--- src/rtl/lpif_link_online_ctrl_if.sv ---
// LPIF link online controller status/control bundle.
// Software control and PHY status in, online/status out.
interface lpif_link_online_ctrl_if #(
   parameter int NUM_CH = 8,
   parameter int TMR_W  = 16
);
   logic              link_en;
   logic [NUM_CH-1:0] phy_ready;
   logic              align_done;
   logic              retrain_req;
   logic              clr_err;
   logic [7:0]        tx_settle_cycles;
   logic [TMR_W-1:0]  align_timeout;
   logic              tx_online;
   logic              rx_online;
   logic              link_up;
   logic [2:0]        link_state;
   logic              timeout_err;
   logic [7:0]        retrain_cnt;

   modport master (
      output link_en, phy_ready, align_done, retrain_req,
      output clr_err, tx_settle_cycles, align_timeout,
      input  tx_online, rx_online, link_up, link_state,
      input  timeout_err, retrain_cnt
   );

   modport slave (
      input  link_en, phy_ready, align_done, retrain_req,
      input  clr_err, tx_settle_cycles, align_timeout,
      output tx_online, rx_online, link_up, link_state,
      output timeout_err, retrain_cnt
   );
endinterface

--- src/rtl/lpif_link_online_ctrl.sv ---
// Bring-up / retrain sequencer for the x8 LPIF TX/RX datapath.
// Orders tx_online before rx_online and tracks link status.
module lpif_link_online_ctrl #(
   parameter int NUM_CH       = 8,
   parameter int TMR_W        = 16,
   parameter int RETRAIN_HOLD = 4
) (
   input logic clk_wr,
   input logic rst_wr,
   lpif_link_online_ctrl_if.slave bus
);
   typedef enum logic [2:0] {
      IDLE       = 3'd0,
      PHY_WAIT   = 3'd1,
      TX_SETTLE  = 3'd2,
      ALIGN_WAIT = 3'd3,
      ACTIVE     = 3'd4,
      RETRAIN    = 3'd5
   } state_e;

   // Hold timer counts down to 0, so load one less than the hold length.
   localparam int HOLD_M1 = (RETRAIN_HOLD > 1) ? RETRAIN_HOLD - 1 : 0;
   localparam logic [TMR_W-1:0] HOLD_LD = HOLD_M1[TMR_W-1:0];

   state_e           state_q, state_d;
   logic [TMR_W-1:0] tmr_q, tmr_d;
   logic             tx_q, rx_q, up_q;
   logic             err_q, err_set;
   logic [7:0]       cnt_q;
   logic             cnt_inc;
   logic             all_rdy;

   assign all_rdy = &bus.phy_ready;

   // Next state and timer: enable, then PHY drop, then per-state rules.
   always_comb begin
      state_d = state_q;
      tmr_d   = tmr_q;
      err_set = 1'b0;
      if (!bus.link_en) begin
         state_d = IDLE;
         tmr_d   = '0;
      end else if (!all_rdy &&
                   (state_q inside {TX_SETTLE, ALIGN_WAIT, ACTIVE})) begin
         state_d = RETRAIN;
         tmr_d   = HOLD_LD;
      end else begin
         case (state_q)
            IDLE: begin
               state_d = PHY_WAIT;
            end
            PHY_WAIT: begin
               if (all_rdy) begin
                  state_d = TX_SETTLE;
                  tmr_d   = TMR_W'(bus.tx_settle_cycles);
               end
            end
            TX_SETTLE: begin
               if (tmr_q == '0) begin
                  state_d = ALIGN_WAIT;
                  tmr_d   = bus.align_timeout;
               end else begin
                  tmr_d = tmr_q - 1'b1;
               end
            end
            ALIGN_WAIT: begin
               if (bus.align_done) begin
                  state_d = ACTIVE;
               end else if (bus.align_timeout != '0) begin
                  if (tmr_q == '0) begin
                     err_set = 1'b1;
                     state_d = RETRAIN;
                     tmr_d   = HOLD_LD;
                  end else begin
                     tmr_d = tmr_q - 1'b1;
                  end
               end
            end
            ACTIVE: begin
               if (!bus.align_done || bus.retrain_req) begin
                  state_d = RETRAIN;
                  tmr_d   = HOLD_LD;
               end
            end
            RETRAIN: begin
               if (tmr_q == '0) begin
                  state_d = PHY_WAIT;
               end else begin
                  tmr_d = tmr_q - 1'b1;
               end
            end
            default: begin
               state_d = IDLE;
               tmr_d   = '0;
            end
         endcase
      end
   end

   assign cnt_inc = (state_q == ACTIVE) && (state_d == RETRAIN) &&
                    (cnt_q != 8'hFF);

   // State and timer registers.
   always_ff @(posedge clk_wr or posedge rst_wr) begin
      if (rst_wr) begin
         state_q <= IDLE;
         tmr_q   <= '0;
      end else begin
         state_q <= state_d;
         tmr_q   <= tmr_d;
      end
   end

   // Online outputs follow the next state so they line up with it.
   always_ff @(posedge clk_wr or posedge rst_wr) begin
      if (rst_wr) begin
         tx_q <= 1'b0;
         rx_q <= 1'b0;
         up_q <= 1'b0;
      end else begin
         tx_q <= state_d inside {TX_SETTLE, ALIGN_WAIT, ACTIVE};
         rx_q <= (state_d == ACTIVE);
         up_q <= (state_d == ACTIVE);
      end
   end

   // Sticky timeout error (set wins over clear) and retrain counter.
   always_ff @(posedge clk_wr or posedge rst_wr) begin
      if (rst_wr) begin
         err_q <= 1'b0;
         cnt_q <= '0;
      end else begin
         err_q <= err_set | (err_q & ~bus.clr_err);
         if (cnt_inc) cnt_q <= cnt_q + 8'd1;
      end
   end

   assign bus.tx_online   = tx_q;
   assign bus.rx_online   = rx_q;
   assign bus.link_up     = up_q;
   assign bus.link_state  = state_q;
   assign bus.timeout_err = err_q;
   assign bus.retrain_cnt = cnt_q;
endmodule

--- src/flat_wrapper.sv ---
// flat-port wrapper written by rule: the top's interface ports become plain ports
module lpif_link_online_ctrl_flat 
#(
   parameter int NUM_CH       = 8,
   parameter int TMR_W        = 16,
   parameter int RETRAIN_HOLD = 4
)
  (clk_wr, rst_wr, bus_link_en, bus_phy_ready, bus_align_done, bus_retrain_req, bus_clr_err, bus_tx_settle_cycles, bus_align_timeout, bus_tx_online, bus_rx_online, bus_link_up, bus_link_state, bus_timeout_err, bus_retrain_cnt);
  lpif_link_online_ctrl_if #(.NUM_CH(NUM_CH), .TMR_W(TMR_W)) bus_i ();
  input logic clk_wr;
  input logic rst_wr;
  input wire logic [$bits(bus_i.link_en)-1:0] bus_link_en;
  input wire logic [$bits(bus_i.phy_ready)-1:0] bus_phy_ready;
  input wire logic [$bits(bus_i.align_done)-1:0] bus_align_done;
  input wire logic [$bits(bus_i.retrain_req)-1:0] bus_retrain_req;
  input wire logic [$bits(bus_i.clr_err)-1:0] bus_clr_err;
  input wire logic [$bits(bus_i.tx_settle_cycles)-1:0] bus_tx_settle_cycles;
  input wire logic [$bits(bus_i.align_timeout)-1:0] bus_align_timeout;
  output wire logic [$bits(bus_i.tx_online)-1:0] bus_tx_online;
  output wire logic [$bits(bus_i.rx_online)-1:0] bus_rx_online;
  output wire logic [$bits(bus_i.link_up)-1:0] bus_link_up;
  output wire logic [$bits(bus_i.link_state)-1:0] bus_link_state;
  output wire logic [$bits(bus_i.timeout_err)-1:0] bus_timeout_err;
  output wire logic [$bits(bus_i.retrain_cnt)-1:0] bus_retrain_cnt;
  assign bus_i.link_en = bus_link_en;
  assign bus_i.phy_ready = bus_phy_ready;
  assign bus_i.align_done = bus_align_done;
  assign bus_i.retrain_req = bus_retrain_req;
  assign bus_i.clr_err = bus_clr_err;
  assign bus_i.tx_settle_cycles = bus_tx_settle_cycles;
  assign bus_i.align_timeout = bus_align_timeout;
  assign bus_tx_online = bus_i.tx_online;
  assign bus_rx_online = bus_i.rx_online;
  assign bus_link_up = bus_i.link_up;
  assign bus_link_state = bus_i.link_state;
  assign bus_timeout_err = bus_i.timeout_err;
  assign bus_retrain_cnt = bus_i.retrain_cnt;
  lpif_link_online_ctrl #(.NUM_CH(NUM_CH), .TMR_W(TMR_W), .RETRAIN_HOLD(RETRAIN_HOLD)) u_core (.clk_wr(clk_wr), .rst_wr(rst_wr), .bus(bus_i));
endmodule
--- config.mk ---
export PLATFORM = sky130hd
export DESIGN_NAME = lpif_link_online_ctrl_flat
export DESIGN_NICKNAME = d
export VERILOG_FILES = /design/src/rtl/lpif_link_online_ctrl_if.sv /design/src/rtl/lpif_link_online_ctrl.sv /design/src/flat_wrapper.sv
export SDC_FILE = /design/constraint.sdc
export NUM_CORES = 1
export LEC_CHECK = 0
export CAP_MARGIN = 20
export CORE_MARGIN = 1.5
export CORE_UTILIZATION = 35
export DETAILED_ROUTE_END_ITERATION = 7
export SLEW_MARGIN = 20
export SYNTH_ARGS = -nofsm -noshare
export SYNTH_HDL_FRONTEND = slang
export SYNTH_SLANG_ARGS = --single-unit
--- constraint.sdc ---
create_clock -name clk_wr -period 3.4 [get_ports clk_wr]
set_clock_uncertainty 0.1 [all_clocks]
set_input_delay 0.68 -clock clk_wr [delete_from_list [all_inputs] [get_ports clk_wr]]
set_output_delay 0.68 -clock clk_wr [all_outputs]
set_load 0.01 [all_outputs]
==> impl_metrics.py, run 1 <==
metrics = {
    "worst_setup_path": {
        "crit_chain": "clkdlybuf4s50_1 > nor4_1 > a41oi_1 > o311a_1 > nand4_2 > o31ai_1 > o2bb2ai_1",
        "cp_data_arrival_time_ns": 2.87,
        "path_max_fanout": 15,
        "crit_slowest_cell": "nor4_1",
        "worstPathRequired_ns": 3.45,
        "critPathKind": "input pin to flop",
        "start_kind": "input pin",
        "r2r_cells": 8,
        "worst_path_largest_cell_delay_ns": 0.53,
        "crit_path_end_kind": "flop",
    },
    "clocking": {
        "clk_path_buf_depth": 2,
        "clk_root_buffer_cell": "clkbuf_8",
        "post_cts_buffers": 0,
        "clk_pin_slew_ns": 0.06,
        "cts_tree": "built",
        "htreeDepth": 2,
        "clock_latency_ns": 0.29,
        "cts-resized-gates": 0,
        "clock_sinks": 30,
        "cts_buffers": 5,
        "postCtsHoldBufs": 0,
    },
    "synth": {
        "syn_area_um2": 2070,
        "yosys_most_used_dff": "dfrtp_1",
        "synth_edf_count": 0,
        "async_flop_share": 1.00,
        "synth.area.top_cells": "dfrtp_1 36%, xnor2_1 4.7%, a22oi_1 3.6%",
        "seq_area_frac_synth": 0.363,
        "synth_top_cell_by_area": "dfrtp_1",
        "synthTopCellsByCount": "30 x dfrtp_1, 18 x nand2_1, 16 x nor2_1",
        "synth_cell_types": 57,
        "synth.avg_cell_area_um2": 9.07,
        "yosysTopAreaCellShare": 0.363,
        "synthCells": 228,
        "yosys_warnings": 0,
        "synth_most_common_cell": "dfrtp_1",
        "synth-seq-cells": 30,
        "syn_nets": 268,
    },
    "sta": {
        "min_period_over_period": 0.829,
        "slew_headroom": 0.465,
        "min_period_ns": 2.82,
        "setup_tns_ns": 0,
        "setup_viol": 0,
        "rsz0062_at_grt": "no",
        "final_max_slew_viol_count": 0,
        "hold_violations": 0,
        "max_freq_mhz": 355,
        "tightest_slew_ns": 0.797,
    },
    "routing": {
        "first_iter_violations": 182,
        "via_per_inst": 5.60,
        "routedWlPerCell_um": 16.1,
        "drc": 0,
        "vias": 1989,
        "dr.pass1.iters": 4,
        "routed_wl_um": 5710,
        "ant_nets": 0,
    },
    "finish": {
        "area_delta_synth_final_pct": 34.1,
        "final_area_um2": 2770,
        "final_nets": 322,
        "drive_gt1_frac": 0.0813,
        "antennaDiodeCount": 0,
        "instances_no_fill": 355,
    },
    "global_route": {
        "antenna_found_initial": 0,
        "first_global_vias": 1902,
        "grt_max_degree": 31,
        "grt_overflow": 0,
        "grt_pass1_wl_um": 9340,
        "grt_use_total": 0.191,
    },
    "floorplan": {
        "die_height_um": 79.9,
        "die_x_um": 79.9,
        "die_area_um2": 6380,
        "row_count": 27,
        "initial_core_util": 0.369,
        "ios": 53,
        "core_um2": 5610,
    },
    "placed_design": {
        "portBuffers": 52,
        "dp_cells": 347,
        "placed_cell_area_um2": 2670,
        "place_congestion": 0.841,
        "place.detailed.hpwl_um": 4240,
    },
    "worst_hold_path": {
        "worstHoldPathCells": 1,
        "hold_path.class": "flop to flop",
    },
    "power": {
        "power_density_nw_per_um2": 312,
        "peakVddDrop_uv": 191,
        "leakagePower_nw": 1.12,
    },
    "status": {
        "status": "finished, final reports clean",
    },
    "job": {
        "drv_cap": 0,
    },
}
[path summary, 6_finish.rpt]
kind	from	slack, ns	to
setup / recovery	bus_align_timeout[2]	0.58	u_core.tmr_q[14]$_DFFE_PP0P_
hold / removal	u_core.bus.retrain_cnt[5]$_DFFE_PP0P_	0.39	u_core.bus.retrain_cnt[5]$_DFFE_PP0P_
setup reg to reg	u_core.tmr_q[0]$_DFFE_PP0P_	0.64	u_core.tmr_q[2]$_DFFE_PP0P_
hold reg to reg	u_core.bus.retrain_cnt[5]$_DFFE_PP0P_	0.39	u_core.bus.retrain_cnt[5]$_DFFE_PP0P_
max in group asynchronous	rst_wr	2.23	u_core.tmr_q[13]$_DFFE_PP0P_
min in group asynchronous	rst_wr	0.68	u_core.tmr_q[1]$_DFFE_PP0P_
[where the power goes]
| group | internal (W) | switching, W |
|---|---|---|
| sequential | 0.000360 | 0.00000661 |
| combinational | 0.0000742 | 0.0000678 |
| clock | 0.000219 | 0.000138 |
| total | 0.000653 | 0.000212 |
[logic make-up after synthesis]
logic type,after synthesis,share of synthesized area
simple gates,89,0.252
flops,30,0.363
fa+ha+maj,2,0.0121
xor+xnor,17,0.0720
mux,3,0.0151
compound gates,69,0.243
buf+inv,18,0.0424
[sequential cells by signal, indices dropped and copies added, names as in the netlist]
name	count
u_core.tmr_q	16
u_core.bus.retrain_cnt	8
u_core.bus.link_state	3
u_core.bus.link_up	1
u_core.bus.timeout_err	1
u_core.bus.tx_online	1
[per-stage QoR]
| stage | util | hold WS, ns | power [W] | setup WS [ns] |
|---|---|---|---|---|
| after floorplan | - | 0.389 | 0.000443 | 1.01 |
| after global placement | 0.475 | 0.382 | 0.000516 | 0.283 |
| after detailed placement | 0.475 | 0.384 | 0.000515 | 0.244 |
| after CTS | 0.494 | 0.393 | 0.000877 | 0.544 |
| after global routing | 0.494 | 0.427 | 0.000905 | 0.358 |
| final | 0.494 | 0.393 | 0.000866 | 0.582 |
[worst max-delay path, delay by kind of cell]
kind / cells / cell delay [ns]
simple gates: 2 / 0.87
compound gates: 4 / 0.87
buf+inv: 1 / 0.45
[area by class of cell]
type                       count  area (µm²)
sequential                    30         751
clock inverter                 1        30.0
multi-input combinational    180        1230
tap                           72        90.1
inverter                       6        22.5
clock buffer                   7        76.3
fill                         554        2840
timing repair buffer          59         573
[layout by cell type, fill, tap and decap left out, types with 3 or more instances in the layout]
cell | synthesis | final
and3_1 | 4 | 4
clkdlybuf4s50_1 | 0 | 52
and2_1 | 3 | 3
a21oi_1 | 9 | 9
buf_4 | 2 | 7
dfrtp_1 | 30 | 30
nor4_2 | 3 | 3
a22oi_1 | 10 | 10
a222oi_1 | 4 | 4
o21ai_0 | 6 | 6
o2bb2ai_1 | 4 | 4
clkbuf_8 | 0 | 5
o31ai_1 | 4 | 4
nor2_1 | 16 | 16
or3_1 | 3 | 3
nand3_1 | 6 | 6
o21ai_1 | 7 | 7
a21o_1 | 3 | 3
xor2_1 | 6 | 6
nand2_1 | 18 | 18
o21bai_1 | 3 | 3
nand4_1 | 4 | 4
inv_1 | 6 | 6
nor4_1 | 6 | 6
nor3_1 | 6 | 6
xnor2_1 | 11 | 11
nor2b_1 | 3 | 3
[per-layer routing]
layer / share of wire / GRT usage
met3: 0.049 / 0.0354
met5: 0 / 0
met4: 0.014 / 0.0690
met2: 0.45 / 0.269
met1: 0.49 / 0.287
No activity file was read; power rests on OpenSTA's default activity.
==> inputs of run 2 (changes only) <==
==> constraint.sdc (replaced) <==
create_clock -name clk_wr -period 2.29 [get_ports clk_wr]
set_clock_uncertainty 0.1 [all_clocks]
set_input_delay 0.458 -clock clk_wr [delete_from_list [all_inputs] [get_ports clk_wr]]
set_output_delay 0.458 -clock clk_wr [all_outputs]
set_load 0.01 [all_outputs]
==> impl_metrics.py, run 2 (synthesis results as in run 1) <==
metrics = {
    "status": {
        "status": "finished, final reports clean",
    },
    "routing": {
        "dr.pass1.iters": 7,
        "via_per_inst": 5.51,
        "first_iter_violations": 113,
        "routed_wl_um": 6720,
        "routedWlPerCell_um": 16.1,
        "vias": 2296,
        "ant_nets": 0,
        "drc": 0,
    },
    "worst_setup_path": {
        "critPathTopFamily": "simple AND/OR/NAND/NOR gates",
        "critPathKind": "flop to flop",
        "reg2reg_slack_ns": 0.002,
        "crit_slowest_cell": "or4_4",
        "worst_path_largest_cell_delay_ns": 0.51,
        "crit_path_end_kind": "flop",
        "path_max_fanout": 8,
        "cp_data_arrival_time_ns": 2.36,
        "path_buf_inv": 1,
        "start_kind": "flop",
        "worstPathRequired_ns": 2.36,
        "crit_chain": "inv_2 > ha_4 > nor3b_4 > nand2_2 > or4_4 > a31oi_4 > mux2_4",
    },
    "floorplan": {
        "initial_core_util": 0.369,
        "die_height_um": 79.9,
        "row_count": 27,
        "die_area_um2": 6380,
        "core_um2": 5610,
        "ios": 53,
        "die_x_um": 79.9,
    },
    "finish": {
        "mostFrequentLayoutCells": "65 x buf_4, 38 x clkdlybuf4s50_1, 30 x dfrtp_1",
        "seqCellArea_um2": 751,
        "top_register": "u_core.tmr_q",
        "drive_gt1_frac": 0.333,
        "finalCoreUtilization": 0.616,
        "antennaDiodeCount": 0,
        "multi_input_area_um2": 1410,
        "largest_register_ffs": 16,
        "layout_commonest_cell": "buf_4",
        "final_nets": 384,
        "fillers": 506,
        "area_delta_synth_final_pct": 67.1,
    },
    "global_route": {
        "grt_pass1_wl_um": 10200,
        "grt_max_degree": 31,
        "first_global_vias": 2153,
        "grt_overflow": 0,
        "antenna_found_initial": 0,
        "grt_use_total": 0.210,
    },
    "placed_design": {
        "place_congestion": 0.861,
        "place.detailed.hpwl_um": 4910,
        "portBuffers": 52,
    },
    "sta": {
        "setup_viol": 0,
        "min_period_ns": 2.29,
        "hold_violations": 0,
        "max_freq_mhz": 437,
        "final_max_slew_viol_count": 0,
        "hold_ws_ns": 0.392,
        "tightest_slew_ns": 0.545,
        "rsz0062_at_grt": "yes",
        "min_period_over_period": 0.999,
        "slew_headroom": 0.633,
    },
    "clocking": {
        "clk_path_buf_depth": 2,
        "clk_pin_slew_ns": 0.06,
        "cts_buffers": 5,
        "htreeDepth": 2,
        "clock_sinks": 30,
        "cts_tree": "built",
        "clock_latency_ns": 0.28,
        "clk_root_buffer_cell": "clkbuf_8",
        "postCtsHoldBufs": 0,
    },
    "power": {
        "switching_share": 0.247,
        "pwr-share-seq": 0.400,
        "leakagePower_nw": 1.60,
        "p_int_w": 0.00102,
        "power_density_nw_per_um2": 392,
        "finalPower_w": 0.00135,
        "switchingPower_w": 0.000335,
        "combPwrFrac": 0.217,
        "peakVddDrop_uv": 386,
        "p_clk_frac": 0.383,
    },
    "job": {
        "drv_cap": 0,
    },
    "worst_hold_path": {
        "hold_path.class": "flop to flop",
    },
}
-- run 2: cell types whose count changed in the layout (fill, tap and decap cells not counted), sizes merged --
cell,change
clkdlybuf4s50,-14
dlymetal6s2s,+14
buf,+61
nand4,+1
-- run 2: worst paths after layout --
kind,end,start,cells after the start
max,u_core.bus.retrain_cnt[1]$_DFFE_PP0P_,u_core.tmr_q[0]$_DFFE_PP0P_,7
min,u_core.bus.retrain_cnt[5]$_DFFE_PP0P_,u_core.bus.retrain_cnt[5]$_DFFE_PP0P_,1
max reg2reg,u_core.bus.retrain_cnt[1]$_DFFE_PP0P_,u_core.tmr_q[0]$_DFFE_PP0P_,7
min reg2reg,u_core.bus.retrain_cnt[5]$_DFFE_PP0P_,u_core.bus.retrain_cnt[5]$_DFFE_PP0P_,1
max in group asynchronous,u_core.tmr_q[8]$_DFFE_PP0P_,rst_wr,3
min in group asynchronous,u_core.tmr_q[0]$_DFFE_PP0P_,rst_wr,3
-- run 2: metal layers --
| layer | global-route usage | part of all wire | routed length, µm |
|---|---|---|---|
| met1 | 0.294 | 0.46 | 3130 |
| met2 | 0.317 | 0.47 | 3170 |
| met3 | 0.0389 | 0.050 | 334 |
| met4 | 0.0810 | 0.014 | 91 |
| met5 | 0 | 0 | 0 |
-- run 2: worst register-to-register path: cells and delay by family, from the launching register on --
kind | cells | cell delay (ns)
AND/OR/NAND/NOR | 3 | 0.87
adder cells (fa/ha/maj) | 1 | 0.13
buffers and inverters | 1 | 0.08
multiplexers | 1 | 0.33
flip-flops | 1 | 0.38
AO/OA/AOI/OAI | 1 | 0.28
-- run 2: power by group through the flow --
stage          Combinational [W]  Clock [W]  Sequential [W]
2_1_floorplan           0.000109          0        0.000549
3_3_place_gp            0.000264          0        0.000551
3_5_place_dp            0.000263          0        0.000551
4_1_cts                 0.000276   0.000534        0.000542
5_1_grt                 0.000316   0.000564        0.000542
6_report                0.000294   0.000519        0.000542
-- run 2: layout make-up --
cell class / count / share of cell area
Clock buffer: 7 / 0.0221
Clock inverter: 1 / 0.00870
Inverter: 6 / 0.00652
Multi-Input combinational cell: 181 / 0.407
Sequential cell: 30 / 0.217
Tap cell: 72 / 0.0261
Timing Repair Buffer: 120 / 0.312
-- run 2: per-stage QoR --
step | cells | cell area, µm² | TNS, ns | setup WS (ns)
5_1_grt | 417 | 3450 | -0.597 | -0.101
3_5_place_dp | 404 | 3100 | -6.09 | -0.353
3_3_place_gp | 404 | 3100 | -5.74 | -0.312
6_report | 417 | 3450 | 0 | 0.00168
2_1_floorplan | 228 | 2070 | 0 | 0.0116
4_1_cts | 413 | 3250 | 0 | 0.00268
-- run 2: repair_timing --
item	4_1_cts	5_1_grt
endpoints found under the setup margin	21	26
cloned	0	1
resized for setup	9	44
pin swaps	3	16
setup buffers	1	3
==> inputs of run 3 (changes only) <==
--- a/config.mk
+++ b/config.mk
@@ -9,6 +9,7 @@
 export CORE_MARGIN = 1.5
 export CORE_UTILIZATION = 35
 export DETAILED_ROUTE_END_ITERATION = 7
+export HOLD_SLACK_MARGIN = 0.15
 export SLEW_MARGIN = 20
 export SYNTH_ARGS = -nofsm -noshare
 export SYNTH_HDL_FRONTEND = slang
==> results of run 3 <==
The final DEF is identical to that of run 2; final timing and power are the same.
